==> config.mk <==
export PLATFORM = sky130hd
export DESIGN_NAME = uart_pkt_ctrl
export DESIGN_NICKNAME = d
export VERILOG_FILES = /design/src/rtl/uart_pkt_ctrl.sv
export SDC_FILE = /design/constraint.sdc
export NUM_CORES = 1
export LEC_CHECK = 0
export CELL_PAD_IN_SITES_DETAIL_PLACEMENT = 1
export CELL_PAD_IN_SITES_GLOBAL_PLACEMENT = 1
export CORE_MARGIN = 2
export CORE_UTILIZATION = 57
export DETAILED_ROUTE_END_ITERATION = 12
export PLACE_DENSITY = 0.95
export SYNTH_ARGS = -nofsm -noshare
export SYNTH_HDL_FRONTEND = slang
export SYNTH_SLANG_ARGS = --single-unit
==> constraint.sdc <==
create_clock -name clk_40k -period 4.6 [get_ports clk_40k]
set_input_delay 0.46 -clock clk_40k [delete_from_list [all_inputs] [get_ports clk_40k]]
set_output_delay 0.46 -clock clk_40k [all_outputs]
set_load 0.02 [all_outputs]
==> src/rtl/uart_pkt_ctrl.sv <==
// Purpose : frames the UART receive byte stream (HDR, LEN, payload, XOR checksum) into command packets in a ping-pong buffer.
// Latency : pkt_vld/pkt_err rise one clk_40k cycle after the deciding rx_vld strobe; a stalled frame errors TIMEOUT cycles after its last byte.
// Backpressure: none -- every rx_vld strobe is consumed immediately; software reads the committed bank at its leisure until the next pkt_vld.
//
// Ports:
//   clk_40k, rst_n     : 40 kHz clock, asynchronous active-low reset
//   rx_vld, rx_data    : byte strobe and byte from the UART receiver
//   rd_addr, rd_data   : combinational read of the committed payload bank
//   pkt_len            : length of the last committed packet
//   pkt_vld, pkt_err   : one-cycle pulses for commit / drop
//   err_code           : cause of the last drop (1 length, 2 checksum, 3 timeout), held until the next drop
//   busy               : a frame is in progress
module uart_pkt_ctrl #(
  parameter logic [7:0] HDR     = 8'hA5,
  parameter int         MAX_LEN = 8,
  parameter int         TIMEOUT = 1200
) (
  input  logic       clk_40k,
  input  logic       rst_n,
  input  logic       rx_vld,
  input  logic [7:0] rx_data,
  input  logic [3:0] rd_addr,
  output logic [7:0] rd_data,
  output logic [3:0] pkt_len,
  output logic       pkt_vld,
  output logic       pkt_err,
  output logic [1:0] err_code,
  output logic       busy
);

  localparam int TW = $clog2(TIMEOUT);

  typedef enum logic [1:0] {
    IDLE    = 2'd0,
    LEN     = 2'd1,
    PAYLOAD = 2'd2,
    CSUM    = 2'd3
  } state_t;

  state_t          state;
  logic            bank;      // committed bank; the frame in progress writes ~bank
  logic [3:0]      len;
  logic [3:0]      idx;
  logic [7:0]      csum;
  logic [TW-1:0]   timer;

  // Two 16-byte banks, addressed as {bank, index}. No reset: contents are
  // meaningless until the first commit.
  logic [7:0]      mem [0:31];

  logic            len_bad;
  logic            timer_exp;

  assign len_bad   = (rx_data == 8'd0) || (rx_data > 8'(MAX_LEN));
  assign timer_exp = (timer == TW'(TIMEOUT - 1));

  // Committed bank only; the swap lands on the same edge as pkt_vld.
  assign rd_data = mem[{bank, rd_addr}];

  // Payload writes only ever target the working bank, so the committed
  // bank stays stable for the reader until the next commit.
  always_ff @(posedge clk_40k) begin
    if (rx_vld && state == PAYLOAD) begin
      mem[{~bank, idx}] <= rx_data;
    end
  end

  always_ff @(posedge clk_40k or negedge rst_n) begin
    if (!rst_n) begin
      state    <= IDLE;
      bank     <= 1'b0;
      len      <= 4'd0;
      idx      <= 4'd0;
      csum     <= 8'd0;
      timer    <= '0;
      pkt_len  <= 4'd0;
      pkt_vld  <= 1'b0;
      pkt_err  <= 1'b0;
      err_code <= 2'd0;
      busy     <= 1'b0;
    end else begin
      pkt_vld <= 1'b0;
      pkt_err <= 1'b0;

      if (rx_vld) begin
        // A byte always restarts the inter-byte timer, even one arriving
        // in the very cycle the timer would have expired.
        timer <= '0;
        case (state)
          IDLE: begin
            // Anything other than a header is line noise between frames.
            if (rx_data == HDR) begin
              state <= LEN;
              busy  <= 1'b1;
            end
          end
          LEN: begin
            if (len_bad) begin
              pkt_err  <= 1'b1;
              err_code <= 2'd1;
              state    <= IDLE;
              busy     <= 1'b0;
            end else begin
              len   <= rx_data[3:0];
              csum  <= rx_data;
              idx   <= 4'd0;
              state <= PAYLOAD;
            end
          end
          PAYLOAD: begin
            // HDR bytes here are ordinary payload; no mid-frame resync.
            csum <= csum ^ rx_data;
            idx  <= idx + 4'd1;
            if (idx == len - 4'd1) begin
              state <= CSUM;
            end
          end
          CSUM: begin
            if (rx_data == csum) begin
              bank    <= ~bank;
              pkt_len <= len;
              pkt_vld <= 1'b1;
            end else begin
              pkt_err  <= 1'b1;
              err_code <= 2'd2;
            end
            state <= IDLE;
            busy  <= 1'b0;
          end
          default: begin
            state <= IDLE;
            busy  <= 1'b0;
          end
        endcase
      end else if (state != IDLE) begin
        if (timer_exp) begin
          pkt_err  <= 1'b1;
          err_code <= 2'd3;
          state    <= IDLE;
          busy     <= 1'b0;
          timer    <= '0;
        end else begin
          timer <= timer + TW'(1);
        end
      end
    end
  end

endmodule

==> impl_metrics.env <==
export IMPL_grt_pass1_wl_um=49300
export IMPL_criticalPathCategory="in -> out"
export IMPL_clk_pin_slew_ns=0.06
export IMPL_fmax_mhz=239
export IMPL_routedWlPerCell_um=31.4
export IMPL_synth_area_mm2=0.0121
export IMPL_drt_pass1_iterations=5
export IMPL_skew_ns=0.00881
export IMPL_gr_total_overflow=0
export IMPL_remaining_drc_errors=0
export IMPL_antenna_cells=0
export IMPL_num_vias=6850
export IMPL_post_route_util=0.656
export IMPL_cp_startpoint="rd_addr[3]"
export IMPL_status="finished clean"
export IMPL_synth_area_leaders="edfxtp_1, mux4_2, dfrtp_1"
export IMPL_worst_setup_path_start_kind="input port"
export IMPL_grt_start_max_net_pins=61
export IMPL_wl_um=32900
export IMPL_cts_setup_buffers=0
export IMPL_core_mm2=0.0210
export IMPL_power_density_mw_per_mm2=428
export IMPL_cts_sinks=295
export IMPL_r2r_end="mem[14][7]$_DFFE_PP_"
export IMPL_r2r_start="state[0]$_DFFE_PN0P_"
export IMPL_synthToLayoutAreaGrowth_pct=13.4
export IMPL_hold_violations=0
export IMPL_cts_hold_buf=0
export IMPL_cts_resized=0
export IMPL_cts_max_level=1
export IMPL_cts_buffer_depth=3
export IMPL_die_w_um=150
export IMPL_period_needed_ns=4.18
export IMPL_numPortBuffers=31
export IMPL_synth_top_area_frac=0.634
export IMPL_grt_pass1_vias=7324
export IMPL_async_flop_share=0.132
export IMPL_maxCapViolCount=0
export IMPL_drtIter0Drc=576
export IMPL_relSlewSlack=0.347
export IMPL_numCtsBuffers=30
export IMPL_ioPinCount=32
export IMPL_gr_usage_all_layers=0.305
export IMPL_drive_above_1_share=0.171
export IMPL_synth_top_area_cell="edfxtp_1"
export IMPL_netlist_instances=711
export IMPL_syn_num_nets=732
export IMPL_max_vdd_ir_drop_v=0.000267
export IMPL_rows=53
export IMPL_syn_area_per_cell_um2=17.0
export IMPL_clk_latency_ns=0.54
export IMPL_tns_ns=0
export IMPL_dp_hpwl_um=19300
export IMPL_rsz0062_at_grt="no"
export IMPL_fin_crit_sh=0.908
export IMPL_reg2reg_depth=4
export IMPL_avgViaCountPerCell=6.56
export IMPL_crit_fanout=13
export IMPL_synth_seq_cells=295
export IMPL_ys_seq_area_frac=0.715
export IMPL_die_y_um=150
export IMPL_start_util=0.578
export IMPL_crit_path_end_kind="output port"
export IMPL_synth_edff_count=256
export IMPL_worst_endpoint_arrival_ns=3.72
export IMPL_num_fill_cells=1819
export IMPL_fin_nets=769
export IMPL_antenna_found_initial=0
export IMPL_drv_slew=0
export IMPL_cts_root_buf="clkbuf_16"
export IMPL_gp_congestion=0.942
export IMPL_cp_data_required_time_ns=4.14
export IMPL_drtAntennaViolNets=0
export IMPL_cts_tree="yes"
export IMPL_worst_pin_slew_ns=0.977
export IMPL_dieArea_mm2=0.0224
export IMPL_synth_main_ff_cell="edfxtp_1"
export IMPL_yosysWarnings=0
export IMPL_r2r_slack_ns=1.54
export IMPL_hp_class="in -> async"
export IMPL_p_leak_uw=0.00470
export IMPL_setup_violations=0
export IMPL_ys_types=49
[cell usage after synthesis, drive strengths merged, types with 2 or more instances]
library cell  number
a22oi              8
o21ai             19
nand2b             7
edfxtp           256
nor3              10
ha                 6
nand3             10
or3                2
a211oi             2
clkbuf            18
mux2i             48
xor2              20
nor2              66
nand3b             4
a32o               2
buf               21
o31ai              3
nor4               6
nor2b              2
nand4              5
mux2              13
xnor2              9
nand2             42
dfrtp             39
inv                8
a21oi              5
mux4              48
o211ai            12
o22ai              8
[through the flow]
stage | std cells | setup slack [ns] | hold WS, ns | total power [µW] | area [µm²]
after floorplan | 711 | 2.17 | 0.164 | 3150 | 12100
after global placement | 991 | 1.16 | 0.498 | 3250 | 12700
after detailed placement | 991 | 0.886 | 0.501 | 3280 | 12700
after CTS | 1045 | 0.535 | 0.0533 | 5900 | 13700
after global routing | 1045 | 0.331 | 0.0863 | 6000 | 13700
final | 1045 | 0.422 | 0.0416 | 5880 | 13700
[sequential cells by signal (all words and copies together), names as in the netlist, 2 cells and up]
register and cells:
timer 11, err_code 2, pkt_len 4, idx 4, state 2, len 4, csum 8, mem 256
[cell type report]
type	count	area, µm²	share of cell area
clock buffers	35	791	0.0575
clock inverters	19	270	0.0197
inverters	8	30.0	0.00219
multi-input cells	369	3230	0.235
flip-flops and latches	295	8660	0.630
well taps	275	344	0.0250
repair buffers	44	413	0.0300
[where the power goes]
group          switching (µW)  internal (µW)
combinational             194            113
clock                    1030           1620
sequential               13.7           2920
total                    1240           4650
[metal layers]
layer,global-route usage,vias up,part of all wire
met3,0.0558,93,0.070
met2,0.522,326,0.51
li1,-,2831,-
met4,0.121,0,0.045
met5,0,-,0
met1,0.389,3600,0.37
[critical path, cell delays in order]
cell,delay [ns]
dlymetal6s2s_1,0.68
nor2b_1,0.34
a22oi_1,0.60
o211ai_1,0.19
o21ai_0,0.61
clkdlybuf4s50_1,0.83
[worst max path at each step]
stage,depth (start not counted),slack [ns],to
6_report,6,0.42,rd_data[6]
5_1_grt,6,0.33,rd_data[6]
4_1_cts,6,0.53,rd_data[6]
3_5_place_dp,7,0.89,rd_data[6]
3_3_place_gp,7,1.16,rd_data[4]
2_1_floorplan,7,2.17,rd_data[4]
[layout by cell type, fill, tap and decap left out, types with 13 or more instances in the layout]
master	instances
buf_4	14
clkbuf_16	31
clkdlybuf4s50_1	27
dfrtp_1	39
edfxtp_1	256
mux2_2	13
mux2i_1	48
mux4_2	48
nand2_1	42
nor2_1	65
o21ai_0	17
xor2_1	20
[kinds of logic (layout without fill, tap and decap cells)]
logic type	count (synthesis)	after routing	synth area share
AOI/OAI and AO/OA	64	64	0.0359
xor gates and xnor gates	29	29	0.0210
adders and majority gates	6	6	0.00620
buffers and inverters	47	106	0.0184
DFF	295	295	0.715
muxes	109	109	0.141
and+or+nand+nor	161	161	0.0626
(Power assumes the default switching activity.)
